## src/rtl/mod_mul_feeder.sv

```systemverilog
// mod_mul_feeder: shift-and-add multiplier that feeds A*B and the modulus to a downstream divider
module mod_mul_feeder #(
    parameter int SIZE = 64
) (
    input  logic              clk,
    input  logic              rst,
    input  logic [SIZE-1:0]   input_a_tdata,
    input  logic              input_a_tvalid,
    output logic              input_a_tready,
    input  logic [SIZE-1:0]   input_b_tdata,
    input  logic              input_b_tvalid,
    output logic              input_b_tready,
    input  logic [SIZE-1:0]   input_mod_tdata,
    input  logic              input_mod_tvalid,
    output logic              input_mod_tready,
    output logic [2*SIZE-1:0] output_dividen_tdata,
    output logic              output_dividen_tvalid,
    input  logic              output_dividen_tready,
    output logic [SIZE-1:0]   output_divisor_tdata,
    output logic              output_divisor_tvalid,
    input  logic              output_divisor_tready,
    output logic              error
);
    localparam int CW = $clog2(SIZE) + 1;
    localparam logic [CW-1:0] LAST = CW'(SIZE);
    typedef enum logic [1:0] {IDLE, MUL, OUT} state_t;
    state_t state, state_next;
    logic [CW-1:0] cnt;
    logic [2*SIZE-1:0] acc, mcand;
    logic [SIZE-1:0] mplier, mod_q;
    logic rdy, fire, dvd_v_next, div_v_next;
    assign input_a_tready = rdy;
    assign input_b_tready = rdy;
    assign input_mod_tready = rdy;
    assign fire = state == IDLE && rdy && input_a_tvalid && input_b_tvalid && input_mod_tvalid;
    always_comb begin
        state_next = state;
        dvd_v_next = output_dividen_tvalid;
        div_v_next = output_divisor_tvalid;
        case (state)
            IDLE: state_next = fire && input_mod_tdata != '0 ? MUL : IDLE;
            MUL: begin
                state_next = cnt == LAST ? OUT : MUL;
                dvd_v_next = cnt == LAST;
                div_v_next = cnt == LAST;
            end
            OUT: begin
                dvd_v_next = output_dividen_tvalid && !output_dividen_tready;
                div_v_next = output_divisor_tvalid && !output_divisor_tready;
                state_next = !dvd_v_next && !div_v_next ? IDLE : OUT;
            end
            default: state_next = IDLE;
        endcase
    end
    always_ff @(posedge clk or negedge rst) begin
        if (!rst) begin
            state <= IDLE;
            cnt <= '0;
            acc <= '0;
            mcand <= '0;
            mplier <= '0;
            mod_q <= '0;
            rdy <= 1'b0;
            error <= 1'b0;
            output_dividen_tdata <= '0;
            output_dividen_tvalid <= 1'b0;
            output_divisor_tdata <= '0;
            output_divisor_tvalid <= 1'b0;
        end else begin
            state <= state_next;
            output_dividen_tvalid <= dvd_v_next;
            output_divisor_tvalid <= div_v_next;
            // ready lags the return to IDLE by one cycle so it never rises on the completing edge
            rdy <= state == IDLE && state_next == IDLE;
            error <= fire && input_mod_tdata == '0;
            if (fire) begin
                mcand <= {{SIZE{1'b0}}, input_a_tdata};
                mplier <= input_b_tdata;
                mod_q <= input_mod_tdata;
                acc <= '0;
                cnt <= '0;
            end else if (state == MUL) begin
                if (cnt == LAST) begin
                    output_dividen_tdata <= acc;
                    output_divisor_tdata <= mod_q;
                    cnt <= '0;
                end else begin
                    if (mplier[0]) acc <= acc + mcand;
                    mcand <= mcand << 1;
                    mplier <= mplier >> 1;
                    cnt <= cnt + 1'b1;
                end
            end
        end
    end
endmodule
```

## config.mk

```make
export PLATFORM = sky130hd
export DESIGN_NAME = mod_mul_feeder
export DESIGN_NICKNAME = d
export VERILOG_FILES = /design/src/rtl/mod_mul_feeder.sv
export SDC_FILE = /design/constraint.sdc
export NUM_CORES = 1
export LEC_CHECK = 0
export CELL_PAD_IN_SITES_DETAIL_PLACEMENT = 1
export CELL_PAD_IN_SITES_GLOBAL_PLACEMENT = 1
export CORE_MARGIN = 2
export CORE_UTILIZATION = 46
export CTS_CLUSTER_DIAMETER = 120
export CTS_CLUSTER_SIZE = 20
export DETAILED_ROUTE_END_ITERATION = 7
export PLACE_DENSITY = 0.87
export SETUP_SLACK_MARGIN = 0.5
export SKIP_LAST_GASP = 1
export SYNTH_ARGS = -nofsm -noshare
export SYNTH_HDL_FRONTEND = slang
export SYNTH_SLANG_ARGS = --single-unit
```

## constraint.sdc

```tcl
create_clock -name clk -period 7.45 [get_ports clk]
set_input_delay 0.745 -clock clk [delete_from_list [all_inputs] [get_ports clk]]
set_output_delay 0.745 -clock clk [all_outputs]
set_load 0.005 [all_outputs]
```

# Word-level counts from Yosys, hierarchy flattened
# Index checks and enable logic that the tools add are counted.
# totals
register_bits,589
latch_bits,0
mem_bits_rw,0
rom_bits,0
output_inout_bits,198
wordCells,62
n_memories,0
# op_classes
n_addsub,2
n_mul,0
n_div,0
order_cmp,0
n_eq_ne,4
shift,0
mux,19
n_bitwise,1
n_reduce_logical,24
# op_table
cell,n
two-way mux 128 bit,7
two-way mux 64 bit,3
adder 128 bit,1
logical NOT 64 bit,1
nonzero test 64 bit,1
two-way mux 7 bit,3
logical AND 1 bit,10
"adder 7 x 1 -> 7 bit, second input constant",1
"== test 7 bit, second input constant",1
one-hot mux 2 bit (3 select lines),1
AND reduction 3 bit,2
nonzero test 2 bit,3
logical NOT 1 bit,4
logical NOT 2 bit,2
two-way mux 2 bit,2
one-hot mux 1 bit (2 select lines),2
"== test 2 x 1 -> 1 bit, second input constant",1
"== test 2 bit, second input constant",1
"!= test 2 bit, second input constant",1
AND reduction 2 bit,1
two-way mux 1 bit,1
inverter 1 bit,1

# Longest topological paths before layout
# Gate-level depths: netlist of run 1.
# depth
word_depth,10
depth_mapped,13

# Worst setup path before layout of run 1
# Ideal clock, no wire load.
# synth_timing
path_type,register to register
start,reg acc[0]
end,reg acc[114]
setup_time_ns,0.122
t_arrival_ns,2.970
required_ns,7.328
slack_ns,4.359
path_stages_with_launch,13
n_path_buf,0
cell_sequence,dfrtp_1 > ha_1 > fa_1 > a211oi_1 > o21ai_2 > nand4_1 > a31oi_1 > a211oi_2 > nor3_1 > o21ai_1 > a2111oi_0 > or3_1 > a32o_1
# synth_between
elab_chain_len,5
# synth_lines
element,line_no,rtl
start: declaration,29,"logic [2*SIZE-1:0] acc, mcand;"
start signal: assignment,88,if (mplier[0]) acc <= acc + mcand;
adder 128 bit,88,
two-way mux 128 bit,88,
two-way mux 128 bit,83,if (cnt == LAST) begin
two-way mux 128 bit,82,end else if (state == MUL) begin
two-way mux 128 bit,76,if (fire) begin
# No other way between the ends. The select of a mux whose other input is x is not followed.
# A chain may end at the register's enable or synchronous reset.

# Final worst setup path of run 1
# layout_timing
start,reg acc[12]
end,reg acc[127]
# Same word-level chain as after synthesis.

==> results.sh, run 1 <==
export IMPL_drtAntennaViolNets=0
export IMPL_post_drt_via_cell_ratio=5.93
export IMPL_drcViolationCount=0
export IMPL_finalSetupViolCount=0
export IMPL_worstMarginPinSlew_ns=1.03
export IMPL_instances_no_fill=4627
export IMPL_post_cts_resize_count=0
export IMPL_power_leakage_nw=16.8
export IMPL_vias=27449
export IMPL_startpoint_type="register"
export IMPL_synth_cell_type_count=77
export IMPL_crit_path_end_kind="register"
export IMPL_grt_antenna_before_repair=8
export IMPL_timing_critical_path_required_ns=7.90
export IMPL_starting_density_of_the_core_pct=46.7
export IMPL_post_route_min_period_ns=4.16
export IMPL_die_w_um=265
export IMPL_timing_hold_violations_final=0
export IMPL_yosys_warnings=0
export IMPL_clock_sink_count=589
export IMPL_path_class="reg2reg"
export IMPL_max_cap_violations=0
export IMPL_rsz0062_at_grt="false"
export IMPL_max_slew_margin_pct=31.6
export IMPL_vdd_ir_drop_max_uv=206
export IMPL_slew_viol_final=0
export IMPL_tns_ns=0
export IMPL_num_nets_final=4079
export IMPL_critical_path_arrival_ns=4.61
export IMPL_synth_seq_area_share_pct=46.9
export IMPL_worstPathMaxFanout=6
export IMPL_routabilityCongestion=0.954
export IMPL_worst_setup_hold_path_clk_slew_ns=0.09
export IMPL_boundaryPins=397
export IMPL_max_freq_mhz=240
export IMPL_post_cts_buffers=0
export IMPL_area_growth_pct=17.3
export IMPL_tritoncts="yes"
export IMPL_holdCritPathClass="in2async"
export IMPL_async_flop_share_pct=100
export IMPL_drtPass1Iterations=5
export IMPL_yosysMostFrequentCell="nand2_1"
export IMPL_initialDrtViolationCount=1654
export IMPL_grt_first_pass_wirelength_mm=165
export IMPL_clock_insertion_delay_worst_skew_ns=0.61
export IMPL_syn_mean_instance_area_sq_um=8.97
export IMPL_run_status="complete, no violations"
export IMPL_dpl_cell_count=4582
export IMPL_ys_dominant_reg_cell="dfrtp_1"
export IMPL_synthDominantAreaCellType="dfrtp_1"
export IMPL_drt_total_wl_mm=104
export IMPL_total_cts_buffers=35
export IMPL_share_of_final_layout_standard_cells_stronger_than_drive_strength_1_pct=7.49
export IMPL_drt_wirelength_per_cell_um=22.4
export IMPL_mappedNetlistArea_sq_um=31500
export IMPL_dp_hpwl_mm=76.7
export IMPL_cts_root_to_sink_buffers=3
export IMPL_clock_tree_root_buffer_cell="clkbuf_16"
export IMPL_ctsHoldBuffers=0
export IMPL_synth_enable_flop_cells=0
export IMPL_die_height_um=265
export IMPL_grt_overflow_total=0
export IMPL_rows=95
export IMPL_full_die_area_sq_um=70500
export IMPL_power_per_cell_area_nw_per_um2=314
export IMPL_ys_seq_elements=589
export IMPL_synth_largest_type_area_fraction_pct=46.9
export IMPL_post_synth_main_area_contributors="dfrtp_1 (47%), nand2_1 (10%), mux2_2 (6.9%)"
export IMPL_h_tree_depth=2
export IMPL_grt_start_max_net_pins=211
export IMPL_fp_coreArea_sq_um=67400
export IMPL_post_synth_most_frequent_cells="nand2_1 (861), dfrtp_1 (589), a21oi_1 (268)"
export IMPL_numPortBuffers=396
export IMPL_min_period_over_period_pct=55.9
export IMPL_final_setup_skew_ns=0.0310
export IMPL_synth_net_count=3838
export IMPL_synthesis_instances=3505
export IMPL_first_global_vias=29105
export IMPL_grt_usage_pct=29.3
## path summary, 6_finish.rpt
check	startpoint	end	slack [ns]	depth (start not counted)
max in group asynchronous	rst	mcand[97]	5.90	2
max	acc[12]	acc[127]	3.29	12
min in group clk	mod_q[36]	mod_q[36]	0.47	2
min	rst	mplier[37]	0.12	1
max reg2reg	acc[12]	acc[127]	3.29	12
min reg2reg	mod_q[36]	mod_q[36]	0.47	2
## cells in the final DEF, fill, tap and decap left out, types with 6 or more instances in the layout
| cell | n |
|---|---|
| nand2_1 | 860 |
| dfrtp_1 | 589 |
| clkdlybuf4s50_1 | 395 |
| a21oi_1 | 267 |
| nor2_1 | 247 |
| o21ai_0 | 226 |
| mux2_2 | 192 |
| a31oi_1 | 144 |
| ha_1 | 133 |
| nand4_1 | 75 |
| a21o_1 | 66 |
| xnor2_1 | 61 |
| xor2_1 | 59 |
| inv_1 | 41 |
| clkbuf_16 | 35 |
| o21bai_1 | 33 |
| nor4_1 | 29 |
| nor3_1 | 26 |
| nand3_1 | 25 |
| o21ai_1 | 24 |
| and3_1 | 19 |
| buf_4 | 14 |
| nand2b_1 | 13 |
| a21boi_0 | 13 |
| o31ai_1 | 12 |
| o21a_1 | 12 |
| o211ai_1 | 11 |
| and2_1 | 9 |
| nor2b_1 | 8 |
| a311oi_1 | 7 |
| a22o_1 | 6 |
| a211oi_1 | 6 |
## cells by family (layout without fill, tap and decap cells)
family          count (synthesis)  after routing  synth area share [%]
buf+inv                       251            496                  3.11
simple gates                 1339           1339                  17.7
xor+xnor                      120            120                  3.34
fa+ha+maj                     134            134                  5.35
compound gates                879            879                  16.7
mux                           193            193                  6.91
other cells                     0              4                     0
flops                         589            589                  46.9
## worst max-delay path, stage by stage (launching register included)
cell and delay [ns]:
dfrtp_1 0.42, ha_1 0.40, a21oi_1 0.28, o221ai_1 0.17
a41oi_1 0.36, a21oi_1 0.14, o2111ai_1 0.58, a21oi_1 0.27
a41oi_1 0.58, o21ai_1 0.30, mux2i_1 0.28, a21o_1 0.16
a21oi_1 0.07
## power breakdown
part / total, W / internal (W) / switching [W] / leakage [nW]
sequential: 0.00474 / 0.00400 / 0.000738 / 7.91
combinational: 0.00484 / 0.00168 / 0.00316 / 8.40
clock: 0.00201 / 0.000863 / 0.00115 / 0.456
## per-layer routing
layer | share of wire (%) | GRT usage, % | vias up | routed length [um]
li1 | - | - | 12657 | -
met1 | 43 | 38.2 | 13919 | 44300
met2 | 48 | 49.3 | 675 | 50200
met3 | 6.0 | 6.07 | 190 | 6250
met4 | 2.8 | 8.43 | 8 | 2940
met5 | 0.051 | 0 | - | 53
## state kept, by name (all words and copies together) (netlist names), 2 cells and up
register,flops
acc,128
mcand,128
output_dividen_tdata,128
mod_q,64
mplier,64
output_divisor_tdata,64
cnt,7
state,2
## layout make-up
class | count | area [sq um]
inverter | 41 | 154
timing repair buffer | 414 | 4150
antenna | 4 | 10.0
clock buffer | 36 | 880
sequential | 589 | 14700
clock inverter | 5 | 67.6
multi-input combinational | 2665 | 15800
tap | 873 | 1090
fill | 7740 | 30500
## through the flow
step / total power, W / area [sq um] / setup WS (ns) / util (%) / hold WS (ns)
after floorplan: 0.00796 / 31500 / 4.36 / - / 0.440
after global placement: 0.00929 / 35900 / 3.23 / 53.3 / 0.453
after detailed placement: 0.00955 / 35900 / 3.18 / 53.3 / 0.457
after CTS: 0.0116 / 36900 / 3.40 / 54.7 / 0.148
after global routing: 0.0124 / 36900 / 3.04 / 54.7 / 0.175
final: 0.0116 / 36900 / 3.29 / 54.7 / 0.123
Note: power is estimated with default switching activity, not from simulation.
==> run 2, diff against run 1 <==
CORE_UTILIZATION = 43   (was 46)
PLACE_DENSITY = 0.82   (was 0.87)
clock period = 3.9 ns   (was 7.45 ns; I/O delays follow)
==> run 2 against run 1 <==
Utilization decreased by 1.3 points. Maximum frequency increased by 20%. Clock power increased by 95%. Power increased by 100%. Cell count increased by 3.9%. Hold slack improved by 0.22 ns. Highest routed layer is now met4. Global-route usage decreased by 1.5 points. First-iteration DRC count increased by 12%. Die area increased by 6.9%. Sequential cell count unchanged. Worst setup slack got worse by 2.9 ns. Critical path depth decreased by 1.
==> results.sh, run 2 (same netlist as run 1, synthesis figures left out) <==
export IMPL_numPortBuffers=396
export IMPL_dp_hpwl_mm=78.0
export IMPL_cts_root_to_sink_buffers=3
export IMPL_finalSetupViolCount=0
export IMPL_worst_hold_path_endpoint="mod_q[38]"
export IMPL_critical_path_top_delay_family="simple AND/OR/NAND/NOR gates"
export IMPL_boundaryPins=397
export IMPL_full_die_area_sq_um=75300
export IMPL_rsz0062_at_grt="true"
export IMPL_fillerInstances=8220
export IMPL_grt_usage_pct=27.8
export IMPL_routabilityCongestion=0.919
export IMPL_num_nets_final=4175
export IMPL_crit_buf_inv=0
export IMPL_max_freq_mhz=288
export IMPL_critical_path_slowest_cell="dfrtp_2"
export IMPL_post_drt_via_cell_ratio=5.80
export IMPL_slew_viol_final=0
export IMPL_drtPass1Iterations=5
export IMPL_drcViolationCount=0
export IMPL_total_cts_buffers=35
export IMPL_grt_overflow_total=0
export IMPL_timing_hold_violations_final=0
export IMPL_post_route_min_period_ns=3.47
export IMPL_largestRegisters="acc x128, mcand x128, output_dividen_tdata x128"
export IMPL_run_status="complete, no violations"
export IMPL_starting_density_of_the_core_pct=43.3
export IMPL_crit_path_end_kind="register"
export IMPL_timing_reg2reg_worst_path_depth=11
export IMPL_worst_setup_hold_path_clk_slew_ns=0.10
export IMPL_area_growth_pct=23.6
export IMPL_tritoncts="yes"
export IMPL_r2r_end="acc[124]"
export IMPL_drt_total_wl_mm=107
export IMPL_die_w_um=274
export IMPL_critical_path_cell_by_cell="ha_1 > nand4_1 > nor2_2 > nand2_1 > or4_4 > nor4_4 > nor4_2 > a211o_1 > o41ai_2 > xnor2_1 > o21ai_1"
export IMPL_worstPathMaxFanout=4
export IMPL_tns_ns=0
export IMPL_rows=99
export IMPL_clock_tree_root_buffer_cell="clkbuf_16"
export IMPL_worstMarginPinSlew_ns=0.989
export IMPL_whs_path_depth=3
export IMPL_grt_first_pass_wirelength_mm=166
export IMPL_crit_path_max_incr_delay_ns=0.47
export IMPL_vdd_ir_drop_max_uv=480
export IMPL_min_period_over_period_pct=89.0
export IMPL_path_class="reg2reg"
export IMPL_grt_start_max_net_pins=191
export IMPL_first_global_vias=29037
export IMPL_vias=27893
export IMPL_multi_input_comb_area_sq_um=16800
export IMPL_worst_r2r_startpoint="acc[83]"
export IMPL_initialDrtViolationCount=1850
export IMPL_reg2reg_setup_slack_ns=0.43
export IMPL_power_per_cell_area_nw_per_um2=606
export IMPL_power_leakage_nw=17.3
export IMPL_register_area_sq_um=14700
export IMPL_clock_insertion_delay_worst_skew_ns=0.61
export IMPL_holdCritPathClass="in2reg"
export IMPL_clock_sink_count=589
export IMPL_critical_path_arrival_ns=3.95
export IMPL_max_cap_violations=0
export IMPL_max_slew_margin_pct=34.1
export IMPL_worst_hold_startpoint="input_mod_tdata[38]"
export IMPL_grt_antenna_before_repair=5
export IMPL_die_height_um=274
export IMPL_layout_common_cells="nand2_1 (858), dfrtp_1 (581), clkdlybuf4s50_1 (395), a21oi_1 (246), nor2_1 (236)"
export IMPL_drt_wirelength_per_cell_um=22.3
export IMPL_share_of_final_layout_standard_cells_stronger_than_drive_strength_1_pct=13.6
export IMPL_fp_coreArea_sq_um=72700
export IMPL_place_area_sq_um=36600
export IMPL_final_common_cell="nand2_1"
export IMPL_postLayoutCellArea_sq_um=38900
export IMPL_drtAntennaViolNets=0
export IMPL_h_tree_depth=2
export IMPL_timing_critical_path_required_ns=4.38
export IMPL_startpoint_type="register"
export IMPL_final_setup_skew_ns=0.0250
run 2: cell type report:
type | count | area share [%]
multi-input combinational | 2665 | 43.2
sequential | 589 | 37.9
timing repair buffer | 510 | 12.9
tap | 959 | 3.09
clock buffer | 35 | 2.25
inverter | 41 | 0.396
clock inverter | 5 | 0.225
antenna | 4 | 0.0257
run 2: worst max-delay path by stage:
stage / from / to / slack, ns / cells after the start
after detailed placement: acc[12] / acc[67] / 0.10 / 12
after global placement: acc[0] / acc[66] / 0.21 / 14
after CTS: mcand[11] / acc[112] / 0.45 / 15
final: acc[83] / acc[124] / 0.43 / 11
after floorplan: acc[0] / acc[114] / 0.81 / 12
after global routing: mcand[11] / acc[123] / 0.35 / 14
run 2: power by group:
group          internal, W  total [W]  switching (W)
clock              0.00171    0.00392        0.00221
combinational      0.00407     0.0105        0.00643
sequential         0.00764    0.00916        0.00151
total               0.0134     0.0236         0.0101
run 2: worst min-delay path, stage by stage:
cell and delay [ns]:
clkdlybuf4s50_1 0.42, nand2_1 0.06, nand2_1 0.04
run 2: timing repair:
item / in CTS / in global routing
buffers inserted: 10 / 24
hold buffers: 1 / 0
endpoints found under the setup margin: 67 / 59
resized for setup: 49 / 169
pin swaps: 11 / 43
endpoints found under the hold margin: 79 / 0
run 2: through the flow:
stage / util, % / hold slack [ns] / std cells / power (W) / setup slack (ns)
final: 53.5 / 0.339 / 4808 / 0.0236 / 0.431
after global routing: 53.5 / 0.335 / 4808 / 0.0252 / 0.350
after CTS: 52.1 / 0.312 / 4780 / 0.0228 / 0.453
after detailed placement: 50.4 / 0.460 / 4729 / 0.0186 / 0.101
after global placement: 50.4 / 0.452 / 4729 / 0.0182 / 0.212
after floorplan: - / 0.0944 / 3505 / 0.0152 / 0.809
run 2: routing by layer:
metal | part of all wire (%) | vias up | track usage, %
li1 | - | 12878 | -
met1 | 42 | 14069 | 36.7
met2 | 48 | 755 | 46.3
met3 | 6.1 | 191 | 5.50
met4 | 3.1 | 0 | 7.88
met5 | 0 | - | 0
==> edit, RTL diff (flow settings as in run 2) <==
One comparison of `cnt` changes from == to >=.
--- a/src/rtl/mod_mul_feeder.sv
+++ b/src/rtl/mod_mul_feeder.sv
@@ -40,7 +40,7 @@
         case (state)
             IDLE: state_next = fire && input_mod_tdata != '0 ? MUL : IDLE;
             MUL: begin
-                state_next = cnt == LAST ? OUT : MUL;
+                state_next = cnt >= LAST ? OUT : MUL;
                 dvd_v_next = cnt == LAST;
                 div_v_next = cnt == LAST;
             end
Behaviour: no difference found for any inputs over 4 cycles, from zero or initial values and one cycle with rst low; that may be too few to reach the edited logic, so the function may still have changed.
==> edit against run 2 <==
Sequential cell count is the same. Wire length increased by 2.4%. Critical endpoint is now acc[127]$_DFFE_PN0P_. Highest routed layer unchanged. Global-route usage decreased by 0.12 points. Synthesized cell count rose by 3.2%. Critical path type unchanged. Cell count grew 2.2%. Design area rose by 1.5%. Setup slack lost 87 ps. Total power increased by 26%. Area after synthesis increased by 2.5%. Largest cell class unchanged.
==> edit: results (changes against run 2) <==
Parameter                              Value

Status
  Run status    finished clean

Setup path
  Startpoint of the worst-slack reg-to-reg timing path    acc[52]$_DFFE_PN0P_
  Max Fanout on Critical Path    8 (+4)
  Startpoint of the worst setup timing path    acc[52]$_DFFE_PN0P_
  CP max stage cell    ha_1
  Register-to-Register Setup Slack    340 ps (-90 ps)
  Endpoint of the worst setup timing path    acc[127]$_DFFE_PN0P_

GRT
  Met2 layer usage reported by global route    47.0% (+0.72 points)
  Via count of the first global-routing pass    29.7k (+2.4%)
  First-pass GRT wire length    171000 um (+3.0%)
  Met3 Resource Use GR    3.17% (-2.3 points)
  Overall fraction of global-route tracks in use    27.7% (-0.12 points)
  Pin count of the biggest net entering global routing    220 (+15%)

STA
  Portion of the clock cycle consumed by the worst path in the final layout    91.2% (+2.2 points)
  Final Skew    34.2 ps (+9.26 ps)
  Worst slew pin tran    1030 ps (+44.1 ps)

Routing
  Met2 wirelength from detailed routing    53800 um (+3.8%)
  Iter 0 DRT Violations    1778 (-3.9%)
  Met3 layer wire length in the routed design    4510 um (-31%)
  Via-to-Cell Ratio    5.80 (about the same)
  Per-cell routed wire length    22.4 um (+0.21%)

Yosys
  Synthesized netlist net count    3951 (+2.9%)
  Synthesized-area fraction occupied by adder cells    5.22% (-0.13 points)
  Per-instance average area after synthesis    8.92 sq um (-0.66%)
  Portion of netlist area occupied by mux cells    6.80% (-0.11 points)

Power
  Switching power as a share of total power    43.5% (+0.42 points)
  Max rail drop VDD    0.541 mV (+12%)
  Leakage dissipation    17.6 nW (+1.6%)
  Net switching power of the design    0.0129 W (+27%)
  Power consumed by sequential cells    0.0105 W (+15%)

Placement
  Cell area after placement    0.0372 sq mm (+1.7%)
  DP Wirelength    79500 um (+1.9%)
  Placer congestion estimate    0.943 (+2.6%)

Finish
  Layout cells sized above 1    14.0% (+0.45 points)
  Post-route non-filler standard cell count    4912 (+2.2%)
  Final nets    4266 (+2.2%)

Min path
  Min-Delay Endpoint    mcand[0]$_DFFE_PN0P_
## edit: cell count changes in the layout (fill, tap and decap cells not counted), sizes merged, moves of 6 or more
cell	run 2	this run
a21oi	268	337
or3	3	18
xnor2	61	69
xor2	59	50
a31oi	144	150
nand3	26	36
nand2	862	929
a221oi	2	13
nand4	75	67
o21ai	252	165
inv	45	37
## edit: final cells by class
| class | count | area, sq um | area share, % |
|---|---|---|---|
| Clock buffer | 38 | 918 | 2.33 |
| Inverter | 35 | 131 | 0.333 |
| Sequential cell | 589 | 14700 | 37.4 |
| Antenna cell | 6 | 15.0 | 0.0381 |
| Multi-Input combinational cell | 2760 | 17400 | 44.1 |
| Clock inverter | 3 | 33.8 | 0.0856 |
| Tap cell | 969 | 1210 | 3.07 |
| Timing Repair Buffer | 512 | 5010 | 12.7 |
## edit: what timing repair did
item                                    CTS  global route
buffers inserted                          5            29
gates cloned                              0             0
endpoints found under the setup margin   57            63
hold endpoints to repair                 85             0
pin swaps                                21            38
resized for setup                        77           136
hold buffers                              1             0
